`config.mk`:
```
export PLATFORM = sky130hd
export DESIGN_NAME = button_entry_conditioner_flat
export DESIGN_NICKNAME = d
export VERILOG_FILES = /design/src/rtl/door_pkg.sv /design/src/rtl/button_entry_conditioner_if.sv /design/src/rtl/debounce_sync.sv /design/src/rtl/button_entry_conditioner.sv /design/src/flat_wrapper.sv
export SDC_FILE = /design/constraint.sdc
export NUM_CORES = 1
export LEC_CHECK = 0
export CORE_MARGIN = 1.5
export CORE_UTILIZATION = 60
export CTS_BUF_LIST = sky130_fd_sc_hd__clkbuf_8
export CTS_CLUSTER_SIZE = 40
export DETAILED_ROUTE_END_ITERATION = 6
export GPL_ROUTABILITY_DRIVEN = 0
export PLACE_DENSITY_LB_ADDON = 0.05
export SYNTH_ARGS = -nofsm -noshare
export SYNTH_HDL_FRONTEND = slang
export SYNTH_SLANG_ARGS = --single-unit
export TNS_END_PERCENT = 1
```
`constraint.sdc`:
```
create_clock -name clock -period 2.9 [get_ports clock]
set_clock_uncertainty 0.05 [all_clocks]
set_input_delay 0.58 -clock clock [delete_from_list [all_inputs] [get_ports clock]]
set_output_delay 0.58 -clock clock [all_outputs]
set_load 0.01 [all_outputs]
```
`src/rtl/door_pkg.sv`:
```
// Shared types and defaults for the door-code button entry front-end.
package door_pkg;

    // Width of one committed code symbol.
    localparam int unsigned SYM_W = 2;

    // Default timing, assuming a 100 MHz clock.
    localparam int unsigned DEBOUNCE_CYCLES_DEF = 1000000;
    localparam int unsigned TIMEOUT_CYCLES_DEF  = 500000000;
    localparam int unsigned SEQ_LEN_DEF         = 4;

    typedef enum logic {
        IDLE  = 1'b0,
        ENTRY = 1'b1
    } state_e;

    typedef logic [SYM_W:1] sym_t;

    // Sequence index width; kept at least one bit so a 1-symbol code still has a port.
    function automatic int unsigned idx_width(input int unsigned seq_len);
        return (seq_len > 1) ? $clog2(seq_len) : 1;
    endfunction

endpackage

```
`src/rtl/button_entry_conditioner_if.sv`:
```
// Button inputs and committed-symbol outputs of the entry conditioner.
//   btn_raw, btn_enter_raw : raw asynchronous buttons (master drives)
//   bn, sym_valid, sym_idx, seq_done, entry_timeout, busy : conditioner results
interface button_entry_conditioner_if
    import door_pkg::*;
#(
    parameter int unsigned IDX_W = 2
);
    logic [SYM_W:1]   btn_raw;
    logic             btn_enter_raw;
    logic [SYM_W:1]   bn;
    logic             sym_valid;
    logic [IDX_W-1:0] sym_idx;
    logic             seq_done;
    logic             entry_timeout;
    logic             busy;

    modport master (
        output btn_raw, btn_enter_raw,
        input  bn, sym_valid, sym_idx, seq_done, entry_timeout, busy
    );

    modport slave (
        input  btn_raw, btn_enter_raw,
        output bn, sym_valid, sym_idx, seq_done, entry_timeout, busy
    );
endinterface

```
`src/rtl/debounce_sync.sv`:
```
// Two-flop synchroniser followed by a level debouncer.
//   clock, clear_n : clock and async active-low reset
//   raw            : asynchronous input
//   stable         : debounced level, changes after DEBOUNCE_CYCLES+2 edges of a settled input
module debounce_sync #(
    parameter int unsigned DEBOUNCE_CYCLES = 1000000
) (
    input  logic clock,
    input  logic clear_n,
    input  logic raw,
    output logic stable
);
    localparam int unsigned CNT_W = $clog2(DEBOUNCE_CYCLES);

    logic [1:0]       sync_q;
    logic [CNT_W-1:0] cnt;

    // Any sample equal to the accepted level restarts the hold count.
    always_ff @(posedge clock or negedge clear_n) begin
        if (!clear_n) begin
            sync_q <= 2'b00;
            cnt    <= '0;
            stable <= 1'b0;
        end else begin
            sync_q <= {sync_q[0], raw};
            if (sync_q[1] == stable) begin
                cnt <= '0;
            end else if (cnt == CNT_W'(DEBOUNCE_CYCLES - 1)) begin
                stable <= sync_q[1];
                cnt    <= '0;
            end else begin
                cnt <= cnt + CNT_W'(1);
            end
        end
    end
endmodule

```
`src/rtl/button_entry_conditioner.sv`:
```
// Conditions code and enter buttons and commits one symbol per clean enter press.
//   clock, clear_n : clock and async active-low reset
//   bus (slave)    : raw buttons in; bn/sym_valid/sym_idx/seq_done/entry_timeout/busy out
module button_entry_conditioner
    import door_pkg::*;
#(
    parameter int unsigned DEBOUNCE_CYCLES = DEBOUNCE_CYCLES_DEF,
    parameter int unsigned TIMEOUT_CYCLES  = TIMEOUT_CYCLES_DEF,
    parameter int unsigned SEQ_LEN         = SEQ_LEN_DEF
) (
    input logic                       clock,
    input logic                       clear_n,
    button_entry_conditioner_if.slave bus
);
    localparam int unsigned IDX_W = idx_width(SEQ_LEN);
    localparam int unsigned TMR_W = $clog2(TIMEOUT_CYCLES);

    logic [2:0] raw_vec;
    logic [2:0] stable_vec;
    logic       enter_prev;
    logic       commit_c;

    state_e           state, state_n;
    logic [IDX_W-1:0] idx, idx_n;
    logic [TMR_W-1:0] timer, timer_n;
    sym_t             bn_n;
    logic [IDX_W-1:0] sym_idx_n;
    logic             sym_valid_n, seq_done_n, timeout_n, busy_n;

    // Bit 2 is enter; bits 1:0 are code buttons 2 and 1.
    assign raw_vec = {bus.btn_enter_raw, bus.btn_raw};

    for (genvar i = 0; i < 3; i++) begin : g_db
        debounce_sync #(.DEBOUNCE_CYCLES(DEBOUNCE_CYCLES)) u_db (
            .clock  (clock),
            .clear_n(clear_n),
            .raw    (raw_vec[i]),
            .stable (stable_vec[i])
        );
    end

    // A commit is the rising edge of the debounced enter level.
    assign commit_c = stable_vec[2] & ~enter_prev;

    // Next-state and next-output logic.
    always_comb begin
        state_n     = state;
        idx_n       = idx;
        timer_n     = timer;
        bn_n        = bus.bn;
        sym_idx_n   = bus.sym_idx;
        sym_valid_n = 1'b0;
        seq_done_n  = 1'b0;
        timeout_n   = 1'b0;
        busy_n      = (state == ENTRY);

        if (commit_c) begin
            sym_valid_n = 1'b1;
            bn_n        = stable_vec[1:0];
            sym_idx_n   = idx;
        end

        case (state)
            IDLE: begin
                idx_n   = '0;
                timer_n = '0;
                if (commit_c) begin
                    if (SEQ_LEN > 1) begin
                        idx_n   = IDX_W'(1);
                        state_n = ENTRY;
                    end else begin
                        seq_done_n = 1'b1;
                    end
                end
            end
            ENTRY: begin
                // A commit on the expiry cycle takes priority over the timeout.
                if (commit_c) begin
                    timer_n = '0;
                    if (idx == IDX_W'(SEQ_LEN - 1)) begin
                        seq_done_n = 1'b1;
                        idx_n      = '0;
                        state_n    = IDLE;
                    end else begin
                        idx_n = idx + IDX_W'(1);
                    end
                end else if (timer == TMR_W'(TIMEOUT_CYCLES - 1)) begin
                    timeout_n = 1'b1;
                    idx_n     = '0;
                    timer_n   = '0;
                    state_n   = IDLE;
                end else begin
                    timer_n = timer + TMR_W'(1);
                end
            end
            default: begin
                state_n = IDLE;
                idx_n   = '0;
                timer_n = '0;
            end
        endcase
    end

    // State and output registers.
    always_ff @(posedge clock or negedge clear_n) begin
        if (!clear_n) begin
            state             <= IDLE;
            idx               <= '0;
            timer             <= '0;
            enter_prev        <= 1'b0;
            bus.bn            <= '0;
            bus.sym_valid     <= 1'b0;
            bus.sym_idx       <= '0;
            bus.seq_done      <= 1'b0;
            bus.entry_timeout <= 1'b0;
            bus.busy          <= 1'b0;
        end else begin
            state             <= state_n;
            idx               <= idx_n;
            timer             <= timer_n;
            enter_prev        <= stable_vec[2];
            bus.bn            <= bn_n;
            bus.sym_valid     <= sym_valid_n;
            bus.sym_idx       <= sym_idx_n;
            bus.seq_done      <= seq_done_n;
            bus.entry_timeout <= timeout_n;
            bus.busy          <= busy_n;
        end
    end
endmodule

```
`src/flat_wrapper.sv`:
```
// flat-port wrapper written by rule: the top's interface ports become plain ports
module button_entry_conditioner_flat import door_pkg::*;
#(
    parameter int unsigned DEBOUNCE_CYCLES = DEBOUNCE_CYCLES_DEF,
    parameter int unsigned TIMEOUT_CYCLES  = TIMEOUT_CYCLES_DEF,
    parameter int unsigned SEQ_LEN         = SEQ_LEN_DEF
)
  (clock, clear_n, bus_btn_raw, bus_btn_enter_raw, bus_bn, bus_sym_valid, bus_sym_idx, bus_seq_done, bus_entry_timeout, bus_busy);
  button_entry_conditioner_if #(.IDX_W(idx_width((4)))) bus_i ();
  input logic clock;
  input logic clear_n;
  input wire logic [$bits(bus_i.btn_raw)-1:0] bus_btn_raw;
  input wire logic [$bits(bus_i.btn_enter_raw)-1:0] bus_btn_enter_raw;
  output wire logic [$bits(bus_i.bn)-1:0] bus_bn;
  output wire logic [$bits(bus_i.sym_valid)-1:0] bus_sym_valid;
  output wire logic [$bits(bus_i.sym_idx)-1:0] bus_sym_idx;
  output wire logic [$bits(bus_i.seq_done)-1:0] bus_seq_done;
  output wire logic [$bits(bus_i.entry_timeout)-1:0] bus_entry_timeout;
  output wire logic [$bits(bus_i.busy)-1:0] bus_busy;
  assign bus_i.btn_raw = bus_btn_raw;
  assign bus_i.btn_enter_raw = bus_btn_enter_raw;
  assign bus_bn = bus_i.bn;
  assign bus_sym_valid = bus_i.sym_valid;
  assign bus_sym_idx = bus_i.sym_idx;
  assign bus_seq_done = bus_i.seq_done;
  assign bus_entry_timeout = bus_i.entry_timeout;
  assign bus_busy = bus_i.busy;
  button_entry_conditioner #(.DEBOUNCE_CYCLES(DEBOUNCE_CYCLES), .TIMEOUT_CYCLES(TIMEOUT_CYCLES), .SEQ_LEN(SEQ_LEN)) u_core (.clock(clock), .clear_n(clear_n), .bus(bus_i));
endmodule
```
# After elaboration in Yosys (flattened, before gate mapping)
# Cells that the tools add are included.
# word_totals
output_inout_bits	8
register_bits	110
# op_classes
addsub	5
n_bitwise	6
mux	25
n_eq_ne	9
n_reduce_logical	3
# ops
cell	n
$mux W20	6
$add A20 B1 Y20 const B	3
$eq A20 B20 Y1 const B	3
$mux W29	2
$pmux W29 S2	1
$add A29 B1 Y29 const B	1
$eq A29 B29 Y1 const B	1
$mux W1	10
$mux W2	3
$reduce_and A2 Y1	3
$not A1 Y1	5
$pmux W1 S2	2
$pmux W2 S2	1
$eq A1 B1 Y1	3
$ne A3 B2 Y1 const B	1
$add A2 B1 Y2 const B	1
$eq A2 B2 Y1 const B	1
$and A1 B1 Y1	1

# Logic depth before layout (Yosys ltp)
# Gate-level depths: netlist (run 1).
# depth
ltp_word	4
ltp_mapped	8
ltp_nobuf	6

# Cells and area by module
# A second synthesis (run 1) with hierarchy kept.
# hier_totals
hier_cells	534
area_unflattened_um2	5355.1
# modules_own_cells
mod	cells_each	n_inst	area_each_um2
debounce_sync	108	3	1114.8
button_entry_conditioner	210	1	2010.7

# Worst setup path before layout (run 1)
# Ideal clock, no wire load.
# synth_timing
path_type	register to register
from	register u_core.timer[17]
to	register u_core.timer[17]
arrival_time_ps	1721
path_slack_ps	1010
path_stages_with_launch	7
cell_sequence	dfrtp_1 nor4_1 nand4_1 or4_4 o21bai_4 buf_6 nor2_1
# synth_between
elab_chain_len	4
elab_cells_between_ends	5
# synth_lines
item	line_no	source
start, declared	button_entry_conditioner.sv:25	logic [TMR_W-1:0] timer, timer_n;
start signal, assigned	button_entry_conditioner.sv:120	timer <= timer_n;
$add A29 B1 Y29 or $eq A29 B29 Y1 (tied branches)	button_entry_conditioner.sv:93, button_entry_conditioner.sv:87	
$mux W29 *	button_entry_conditioner.sv:87	end else if (timer == TMR_W'(TIMEOUT_CYCLES - 1)) begin
$mux W29 *	button_entry_conditioner.sv:78	if (commit_c) begin
$pmux W29 S2 *	button_entry_conditioner.sv:63	case (state)
net u_core.timer_n[17]	button_entry_conditioner.sv:25	
# Mark *: on every way through the listed nets, which the timed path passes. The rest lies on a longest branch.
# A chain may end at the register's enable or synchronous reset.

# Worst setup path after layout (run 1)
# layout_timing
from	register u_core.timer[21]
to	register u_core.idx[0]
# layout_between
elab_chain_len	2
# layout_lines
item	line_no	source
$eq A29 B29 Y1	button_entry_conditioner.sv:87	
$ne A3 B2 Y1 (no line)	--	
end signal, assigned	button_entry_conditioner.sv:119	idx <= idx_n;
end, declared	button_entry_conditioner.sv:24	logic [IDX_W-1:0] idx, idx_n;
# No other way between the ends.

==> out/qor.yml, run 1 <==
sta:
  period_share_pct: 78.7
  finalSetupTns_ns: 0
  finalSetupViolCount: 0
  holdWs_ns: 0.0582
  rsz0062_at_grt: "false"
  worst_pin_slew_ns: 0.777
  setup_slack_ns: 0.619
  max_freq_mhz: 438
  drv_slew: 0
  period_minus_slack_ns: 2.28
  finalHoldViolCount: 0
  timing.slew.headroom_pct: 47.7
detailed_routing:
  drt_iter0_markers: 166
  drt.antenna.violating_nets: 0
  vias: 3643
  drcViolationCount: 0
  vias_per_cell: 5.70
  drt-total-wl_um: 9210
  drtPass1Iterations: 5
  wl_per_cell_um: 14.4
critical_path:
  critPathSlowestCell: "or4_4"
  crit_type: "flip-flop to flip-flop"
  endpoint_kind: "flip-flop"
  required_ns: 3.08
  crit_fanout: 18
  path_buf_inv: 0
  crit_arrival_ns: 2.46
  r2r_end: "u_core.idx[0]"
  path_delay_family: "simple AND/OR/NAND/NOR gates"
  critical_path.cell_chain: "nor4b_2 > nand4_1 > or4_4 > o21bai_4 > o21ai_0"
  rrSetupSlack_ns: 0.62
  worstSetupStartpointType: "flip-flop"
  rr_startpoint: "u_core.timer[21]"
  worstRegToRegCells: 5
  slowest_delay_ns: 0.64
floorplan:
  ios: 13
  die_w_um: 95.7
  die_h_um: 95.7
  rows: 33
  dieArea_um2: 9160
  initial_utilization_pct: 62.4
  core_area_um2: 8260
clock_network:
  clock_path_buffers: 2
  ctsResizeCount: 0
  htree_levels: 3
  cts_made_buffers: 9
  clockRootBuffer: "clkbuf_8"
  cts_tree: "done"
  post_cts_buffers: 0
  hold_buffers: 0
  clock_latency_ns: 0.36
  clk_pin_slew_worst_paths_ns: 0.10
  cts.sinks: 110
worst_hold_path:
  hold_path_class: "input port to asynchronous set/reset pin"
grt:
  grt_usage_pct: 22.2
  grt_pass1_vias: 3382
  antenna_found_initial: 0
  grt_overflow_total: 0
  grt_pass1_wl_um: 15800
  grt_max_degree: 51
synthesis:
  postSynthCellCount: 518
  synth_ff_type: "dfrtp_1"
  ys_warn_count: 0
  syn_area_um2: 5160
  avgSynthCellArea_um2: 9.95
  ys_seq_area_share_pct: 53.4
  syn_nets: 528
  synth-edff-count: 0
  synthArstFlopShare_pct: 100
  synth_cell_types: 42
  synth.ff_latch_count: 110
place:
  dp_slack_ns: 0.631
  port_buffers: 12
  dp_hpwl_um: 6200
final_layout:
  final_common_cell: "dfrtp_1"
  final_util_pct: 67.4
  layout.nets: 539
  drive_above_1_share_pct: 5.81
  final_cell_mix: "dfrtp_1 (110), nor2_1 (94), nand2_1 (47), nand3_1 (39), xor2_1 (39)"
  insertedDiodeCount: 0
  syn_to_final_growth_pct: 8.01
outcome:
  status: "completed"
run:
  maxCapViolations: 0
power:
  power_frac_seq_pct: 59.7
  power_uw: 2610
  intPower_uw: 2070
  vdd_drop_max_mv: 0.399
  power_leakage_uw: 0.00232
  p_per_area_nw_per_um2: 469
  swShare_pct: 20.9
  pwr-share-comb_pct: 2.8
  clkPwrFrac_pct: 37.6
  netSwitchingPower_uw: 545
[worst max path at each step]
| stage | from | to | slack, ns | depth (start not counted) |
|---|---|---|---|---|
| 2_1_floorplan | u_core.timer[17] | u_core.timer[17] | 1.01 | 6 |
| 3_3_place_gp | u_core.timer[17] | u_core.idx[0] | 0.69 | 5 |
| 3_5_place_dp | u_core.timer[17] | u_core.idx[0] | 0.63 | 5 |
| 4_1_cts | u_core.timer[21] | u_core.idx[0] | 0.59 | 5 |
| 5_1_grt | u_core.timer[21] | u_core.idx[0] | 0.45 | 5 |
| 6_report | u_core.timer[21] | u_core.idx[0] | 0.62 | 5 |
[layer usage]
metal,part of all wire [%],wire [µm],GRT usage [%]
met1,48,4460,30.6
met2,47,4290,35.6
met5,0,0,0
met3,4.1,381,5.37
met4,0.76,70,5.27
[layout make-up]
class                           count  area, µm²
Multi-Input combinational cell    385       2290
Timing Repair Buffer               14        145
Sequential cell                   110       2750
Clock inverter                      6       77.6
Clock buffer                       10        138
Inverter                            9       33.8
Fill cell                         631       2690
Tap cell                          105        131
[worst reg2reg max path: cells and delay by family (launching register included)]
kind,cells,cell delay (ns)
flip-flops,1,0.46
AO/OA/AOI/OAI,2,0.59
AND/OR/NAND/NOR,3,1.05
[synthesized netlist by cell type, types with 2 or more instances]
cell / instances / area share, %
a21oi_1: 8 / 0.78
a31oi_1: 4 / 0.49
and2_1: 7 / 0.85
and3_1: 14 / 1.7
and4_1: 5 / 0.85
buf_2: 3 / 0.29
buf_4: 2 / 0.29
buf_6: 2 / 0.44
clkbuf_1: 7 / 0.51
dfrtp_1: 110 / 53
ha_1: 5 / 1.2
inv_1: 9 / 0.66
mux2_2: 3 / 0.66
nand2_1: 47 / 3.4
nand2_2: 2 / 0.24
nand2b_1: 2 / 0.24
nand3_1: 39 / 3.8
nand4_1: 22 / 2.7
nor2_1: 94 / 6.8
nor3_1: 18 / 1.7
nor3b_1: 2 / 0.29
nor4_1: 5 / 0.61
nor4b_1: 2 / 0.34
o211ai_1: 2 / 0.29
o21ai_0: 6 / 0.58
or2_2: 2 / 0.24
or3_1: 4 / 0.49
or4_1: 3 / 0.44
or4_4: 3 / 0.66
xnor2_1: 36 / 6.1
xor2_1: 39 / 6.6
[stage by stage]
step	instances	area, µm²
after global placement	623	5350
final	639	5570
after global routing	639	5570
after detailed placement	623	5350
after CTS	639	5570
after floorplan	518	5160
[state kept, by name, summed over array words and instances (netlist names)]
signal,flops
u_core.bus.bn,2
u_core.bus.busy,1
u_core.bus.entry_timeout,1
u_core.bus.seq_done,1
u_core.bus.sym_idx,2
u_core.bus.sym_valid,1
u_core.busy_n,1
u_core.enter_prev,1
u_core.g_db.u_db.cnt,60
u_core.g_db.u_db.stable,3
u_core.g_db.u_db.sync_q,6
u_core.idx,2
u_core.timer,29
[cell families (layout without fill, tap and decap cells)]
group	count (synthesis)	in the layout	synth area share, %
AND/OR/NAND/NOR	279	279	27.0
flip-flops	110	110	53.4
XOR/XNOR	75	75	12.7
AO/OA/AOI/OAI	23	23	2.81
buffers and inverters	23	39	2.18
adder cells (fa/ha/maj)	5	5	1.21
multiplexers	3	3	0.655
[power groups by stage]
stage               registers (µW)  clock network [µW]  logic [µW]
floorplan                     1590                   0        31.0
global placement              1590                   0        73.6
detailed placement            1590                   0        75.4
CTS                           1560                1020        75.6
global route                  1560                1090        84.9
finish                        1560                 982        72.1
Power figures use the tool's default switching activity.
==> run 2, diff against run 1 <==
==> constraint.sdc (replaced) <==
create_clock -name clock -period 2.3 [get_ports clock]
set_clock_uncertainty 0.05 [all_clocks]
set_input_delay 0.46 -clock clock [delete_from_list [all_inputs] [get_ports clock]]
set_output_delay 0.46 -clock clock [all_outputs]
set_load 0.01 [all_outputs]
==> run 2 against run 1 <==
Against the previous run:
- register-to-register slack worse by 0.37 ns
- maximum frequency is 11% higher
- clock-buffer cell count unchanged
- core utilization up 0.35 points
- power increased by 20%
- combinational power rose by 31%
- critical path depth is 1 higher
- die area did not move
- sequential power is 26% higher
- wire length increased by 3.9%
==> out/qor.yml, run 2 (synthesis results as in run 1) <==
clock_network:
  cts_made_buffers: 9  # unchanged
  ctsResizeCount: 0  # unchanged
  clock_latency_ns: 0.37  # about the same
  hold_buffers: 1  # +1
  htree_levels: 3  # unchanged
  cts.sinks: 110  # unchanged
  cts_tree: "done"
  clockRootBuffer: "clkbuf_8"
  clk_pin_slew_worst_paths_ns: 0.10  # about the same
  post_cts_buffers: 0  # unchanged
  clock_path_buffers: 2  # unchanged
final_layout:
  layout.nets: 547  # +1.5%
  syn_to_final_growth_pct: 8.57
  final_common_cell: "dfrtp_1"
  insertedDiodeCount: 0  # unchanged
  fillers: 653  # +3.5%
  multiInputGateArea_um2: 2290  # unchanged
  reg_top3: "u_core.g_db.u_db.cnt: 60 flops, u_core.timer: 29 flops, u_core.g_db.u_db.sync_q: 6 flops"
  largest_register_ffs: 60  # unchanged
  final_cell_mix: "dfrtp_1 (110), nor2_1 (94), nand2_1 (47), nand3_1 (39), xor2_1 (39)"
  drive_above_1_share_pct: 7.38  # +1.6 points
  regArea_um2: 2750  # unchanged
  largest_register: "u_core.g_db.u_db.cnt"
grt:
  grt_usage_pct: 23.2  # +1.0 points
  grt_max_degree: 50  # -2.0%
  antenna_found_initial: 0  # unchanged
  grt_pass1_wl_um: 16400  # +3.8%
  grt_overflow_total: 0  # unchanged
  grt_pass1_vias: 3654  # +8.0%
detailed_routing:
  drt.antenna.violating_nets: 0  # unchanged
  drt_iter0_markers: 144  # -13%
  met1_length_um: 4430  # -0.85%
  drcViolationCount: 0  # unchanged
  vias: 3712  # +1.9%
  route.met2.wl_um: 4640  # +8.2%
  drtPass1Iterations: 6  # +1
  dr_wl_met3_um: 345  # -9.4%
  drt-total-wl_um: 9560  # +3.9%
  top_layer: "met4"
  wl_per_cell_um: 14.8  # +2.6%
  vias_per_cell: 5.74  # +0.63%
sta:
  drv_slew: 0  # unchanged
  finalSetupViolCount: 0  # unchanged
  timing.slew.headroom_pct: 61.7  # +14 points
  holdWs_ns: 0.314  # +0.256 ns
  finalSetupTns_ns: 0  # unchanged
  worst_pin_slew_ns: 0.570  # -0.207 ns
  period_share_pct: 89.4  # +11 points
  finalHoldViolCount: 0  # unchanged
  max_freq_mhz: 486  # +11%
  rsz0062_at_grt: "false"
  period_minus_slack_ns: 2.06  # -0.226 ns
run:
  maxCapViolations: 0  # unchanged
critical_path:
  cp_num_cells: 6  # +1
  crit_arrival_ns: 2.26  # -0.20 ns
  worstSetupStartpointType: "flip-flop"
  crit_type: "flip-flop to flip-flop"
  r2r_end: "u_core.timer[5]"
  worstRegToRegCells: 6  # +1
  endpoint_kind: "flip-flop"
  crit_fanout: 17  # -1
  critPathSlowestCell: "or4_4"
  critical_path.cell_chain: "and4bb_1 > nand4_1 > or4_4 > o21bai_4 > buf_4 > nor2_1"
  required_ns: 2.51  # -0.57 ns
  crit_end: "u_core.timer[5]"
  slowest_delay_ns: 0.57  # -0.07 ns
  rrSetupSlack_ns: 0.24  # -0.37 ns
  path_delay_family: "simple AND/OR/NAND/NOR gates"
  crit_start: "u_core.timer[11]"
  path_buf_inv: 1  # +1
  rr_startpoint: "u_core.timer[11]"
floorplan:
  rows: 33  # unchanged
  initial_utilization_pct: 62.4  # unchanged
  core_area_um2: 8260  # unchanged
  dieArea_um2: 9160  # unchanged
  ios: 13  # unchanged
  die_h_um: 95.7  # unchanged
  die_w_um: 95.7  # unchanged
power:
  pwr-share-comb_pct: 3.0  # +0.2 points
  intPower_uw: 2410  # +16%
  swShare_pct: 23.4  # +2.5 points
  power_frac_seq_pct: 62.6  # +2.9 points
  clkPwrFrac_pct: 34.4  # -3.2 points
  netSwitchingPower_uw: 734  # +35%
  power_leakage_uw: 0.00233  # +0.47%
  vdd_drop_max_mv: 0.397  # -0.63%
  p_per_area_nw_per_um2: 561  # +20%
outcome:
  status: "completed"
place:
  port_buffers: 12  # unchanged
  dp_hpwl_um: 6540  # +5.5%
worst_hold_path:
  hold_path_class: "flip-flop to flip-flop"
-- run 2: cell types whose count changed in the layout (fill, tap and decap cells not counted), sizes merged --
| cell | delta |
|---|---|
| clkinvlp | +1 |
| buf | +7 |
| dlygate4sd3 | +1 |
| clkinv | +1 |
| bufinv | -2 |
-- run 2: worst reg2reg max path: cells and delay by family, from the launching register on --
family | cells | cell delay (ns)
buf+inv | 1 | 0.24
simple gates | 4 | 1.08
compound gates | 1 | 0.14
flops | 1 | 0.45
-- run 2: worst min path at each step --
stage                                              from  depth (start not counted)                             to  slack, ns
after floorplan                                 clear_n                          0               u_core.bus.bn[1]       0.11
after global placement    u_core.g_db[0].u_db.sync_q[0]                          0  u_core.g_db[0].u_db.sync_q[1]       0.29
after detailed placement  u_core.g_db[0].u_db.sync_q[0]                          0  u_core.g_db[0].u_db.sync_q[1]       0.30
after CTS                 u_core.g_db[0].u_db.sync_q[0]                          0  u_core.g_db[0].u_db.sync_q[1]       0.32
after global routing      u_core.g_db[2].u_db.sync_q[0]                          0  u_core.g_db[2].u_db.sync_q[1]       0.33
final                     u_core.g_db[0].u_db.sync_q[0]                          0  u_core.g_db[0].u_db.sync_q[1]       0.31
-- run 2: layout make-up --
class | instances | area share [%]
clock inverter | 6 | 0.782
multi-input combinational | 385 | 40.9
clock buffer | 10 | 2.46
tap | 105 | 2.35
timing repair buffer | 22 | 3.71
sequential | 110 | 49.2
inverter | 9 | 0.603
-- run 2: power groups by stage --
stage / Clock (µW) / Combinational (µW) / Sequential [µW]
after CTS: 1110 / 99.1 / 1970
after detailed placement: 0 / 97.1 / 2010
after global placement: 0 / 94.8 / 2000
final: 1080 / 94.3 / 1970
after floorplan: 0 / 39.1 / 2000
after global routing: 1180 / 112 / 1970
-- run 2: per-stage QoR --
step / total power, µW / cells / worst slack (ns) / util [%] / cell area [µm²]
4_1_cts: 3180 / 647 / 0.242 / 67.8 / 5600
3_5_place_dp: 2100 / 630 / 0.270 / 65.5 / 5410
6_report: 3140 / 647 / 0.244 / 67.8 / 5600
2_1_floorplan: 2040 / 518 / 0.410 / - / 5160
3_3_place_gp: 2100 / 630 / 0.281 / 65.5 / 5410
5_1_grt: 3270 / 647 / 0.0962 / 67.8 / 5600
-- run 2: routing by layer --
layer | GRT usage, % | vias up
met5 | 0 | -
met4 | 8.95 | 0
met3 | 4.74 | 16
met2 | 38.1 | 82
met1 | 30.4 | 1807
li1 | - | 1807
==> run 3, diff against run 2 <==
--- a/config.mk
+++ b/config.mk
@@ -6,12 +6,13 @@
 export NUM_CORES = 1
 export LEC_CHECK = 0
 export CORE_MARGIN = 1.5
-export CORE_UTILIZATION = 60
+export CORE_UTILIZATION = 25
 export CTS_BUF_LIST = sky130_fd_sc_hd__clkbuf_8
 export CTS_CLUSTER_SIZE = 40
 export DETAILED_ROUTE_END_ITERATION = 6
 export GPL_ROUTABILITY_DRIVEN = 0
 export PLACE_DENSITY_LB_ADDON = 0.05
+export SKIP_CTS_REPAIR_TIMING = 1
 export SYNTH_ARGS = -nofsm -noshare
 export SYNTH_HDL_FRONTEND = slang
 export SYNTH_SLANG_ARGS = --single-unit
==> run 3 against run 2 <==
Against the previous run:
- first-iteration DRC count up 6.3%
- core utilization down 39 points
- sequential share of layout area down 2.5 points
- via count down 2.4%
- non-clock buffer count up 3
- maximum frequency down 1.8%
- worst hold slack worse by 0.0032 ns
- critical path type unchanged
- combinational power up 9%
- flip-flop and latch count unchanged
==> out/qor.yml, run 3 (synthesis results as in run 1) <==
detailed_routing:
  drt-total-wl_um: 11500  # +21%
  drt.antenna.violating_nets: 0  # unchanged
  drtPass1Iterations: 4  # -2
  vias_per_cell: 4.44  # -23%
  vias: 3622  # -2.4%
  drcViolationCount: 0  # unchanged
  wl_per_cell_um: 14.2  # -4.2%
  drt_iter0_markers: 153  # +6.3%
final_layout:
  final_common_cell: "dfrtp_1"
  layout.nets: 550  # +0.55%
  largest_register: "u_core.g_db.u_db.cnt"
  insertedDiodeCount: 0  # unchanged
  multiInputGateArea_um2: 2290  # unchanged
  reg_top3: "u_core.g_db.u_db.cnt: 60 flops, u_core.timer: 29 flops, u_core.g_db.u_db.sync_q: 6 flops"
  final_cell_mix: "dfrtp_1 (110), nor2_1 (94), nand2_1 (47), nand3_1 (39), xor2_1 (39)"
  largest_register_ffs: 60  # unchanged
  drive_above_1_share_pct: 7.89  # +0.51 points
  regArea_um2: 2750  # unchanged
  instances_no_fill: 815  # +26%
  syn_to_final_growth_pct: 14.4
  fillers: 2111  # +220%
critical_path:
  required_ns: 2.53  # +0.02 ns
  crit_arrival_ns: 2.32  # +0.06 ns
  endpoint_kind: "flip-flop"
  crit_start: "u_core.timer[12]"
  critPathSlowestCell: "or4_4"
  rrSetupSlack_ns: 0.21  # -0.04 ns
  rr_startpoint: "u_core.timer[12]"
  path_delay_family: "simple AND/OR/NAND/NOR gates"
  crit_fanout: 10  # -7
  worstSetupStartpointType: "flip-flop"
  path_buf_inv: 1  # unchanged
  slowest_delay_ns: 0.57  # about the same
  critical_path.cell_chain: "nor4_1 > nand4_1 > or4_4 > buf_4 > a31oi_1 > a21oi_1"
  crit_type: "flip-flop to flip-flop"
clock_network:
  clock_latency_ns: 0.39  # +0.02 ns
  cts.sinks: 110  # unchanged
  clock_path_buffers: 2  # unchanged
  cts_made_buffers: 9  # unchanged
  cts_tree: "done"
  clockRootBuffer: "clkbuf_8"
  htree_levels: 3  # unchanged
  clk_pin_slew_worst_paths_ns: 0.11  # about the same
run:
  maxCapViolations: 0  # unchanged
place:
  dp_cells: 798  # +27%
  port_buffers: 12  # unchanged
  dp_hpwl_um: 7740  # +18%
grt:
  grt_pass1_wl_um: 20000  # +22%
  grt_pass1_vias: 3747  # +2.5%
  grt_overflow_total: 0  # unchanged
  antenna_found_initial: 0  # unchanged
  grt_max_degree: 51  # +2.0%
  grt_usage_pct: 11.8  # -11 points
sta:
  period_minus_slack_ns: 2.09  # +0.0371 ns
  period_share_pct: 91.0  # +1.6 points
  drv_slew: 0  # unchanged
  timing.slew.headroom_pct: 62.6  # +0.91 points
  finalSetupViolCount: 0  # unchanged
  rsz0062_at_grt: "false"
  finalSetupTns_ns: 0  # unchanged
  max_freq_mhz: 478  # -1.8%
  worst_pin_slew_ns: 0.556  # -0.0136 ns
  finalHoldViolCount: 0  # unchanged
floorplan:
  rows: 52  # +58%
  die_w_um: 147  # +53%
  die_h_um: 147  # +53%
  ios: 13  # unchanged
  core_area_um2: 20200  # +150%
  initial_utilization_pct: 25.5  # -37 points
  dieArea_um2: 21500  # +130%
worst_hold_path:
  hold_path_class: "flip-flop to flip-flop"
  hold_start: "u_core.g_db[1].u_db.sync_q[0]"
power:
  p_per_area_nw_per_um2: 586  # +4.3%
  vdd_drop_max_mv: 0.282  # -29%
  power_leakage_uw: 0.00238  # +1.9%
outcome:
  status: "completed"
-- run 3: cell types whose count changed in the layout (fill, tap and decap cells not counted) --
cell        change
buf_12          +2
clkinvlp_4      +1
clkinv_4        -1
bufinv_16       +2
clkinv_2        -2
buf_4           +1
-- run 3: worst register-to-register path: cells and delay by family, from the launching register on --
kind	cells	cell delay, ns
simple gates	3	1.04
flops	1	0.44
compound gates	2	0.26
buf+inv	1	0.20
-- run 3: path summary, 6_finish.rpt --
| path | to | cells after the start |
|---|---|---|
| max | u_core.timer[22] | 6 |
| min | u_core.g_db[1].u_db.sync_q[1] | 0 |
| max reg2reg | u_core.timer[22] | 6 |
| min reg2reg | u_core.g_db[1].u_db.sync_q[1] | 0 |
| max in group asynchronous | u_core.g_db[0].u_db.cnt[9] | 3 |
| min in group asynchronous | u_core.g_db[2].u_db.cnt[14] | 2 |
-- run 3: cell type report --
type                    count  area share [%]
clock inverters             6            1.57
flip-flops and latches    110            46.6
repair buffers             25            4.33
clock buffers              10            2.33
inverters                   9           0.573
well taps                 270            5.73
multi-input cells         385            38.8
-- run 3: where the power goes --
part           switching (µW)  internal [µW]  total (µW)
clock network             734            652        1390
registers                16.9           1950        1970
logic                    73.0           29.5         103
-- run 3: stage by stage --
| stage | power (µW) | hold slack [ns] | area [µm²] | util [%] | setup WS [ns] |
|---|---|---|---|---|---|
| floorplan | 2040 | 0.114 | 5160 | - | 0.410 |
| global placement | 2110 | 0.288 | 5660 | 28.0 | 0.244 |
| detailed placement | 2110 | 0.289 | 5660 | 28.0 | 0.232 |
| CTS | 3550 | -0.0574 | 5890 | 29.1 | 0.214 |
| global route | 3640 | 0.328 | 5900 | 29.2 | 0.0843 |
| finish | 3460 | 0.311 | 5900 | 29.2 | 0.207 |
-- run 3: per-layer routing --
metal  global-route usage, %  vias to the layer above  part of all wire [%]
met5                       0                        -                     0
met4                    3.54                        0                   1.3
met3                    3.09                        9                   2.6
met2                    18.9                       38                    46
met1                    15.6                     1769                    50
li1                        -                     1806                     -
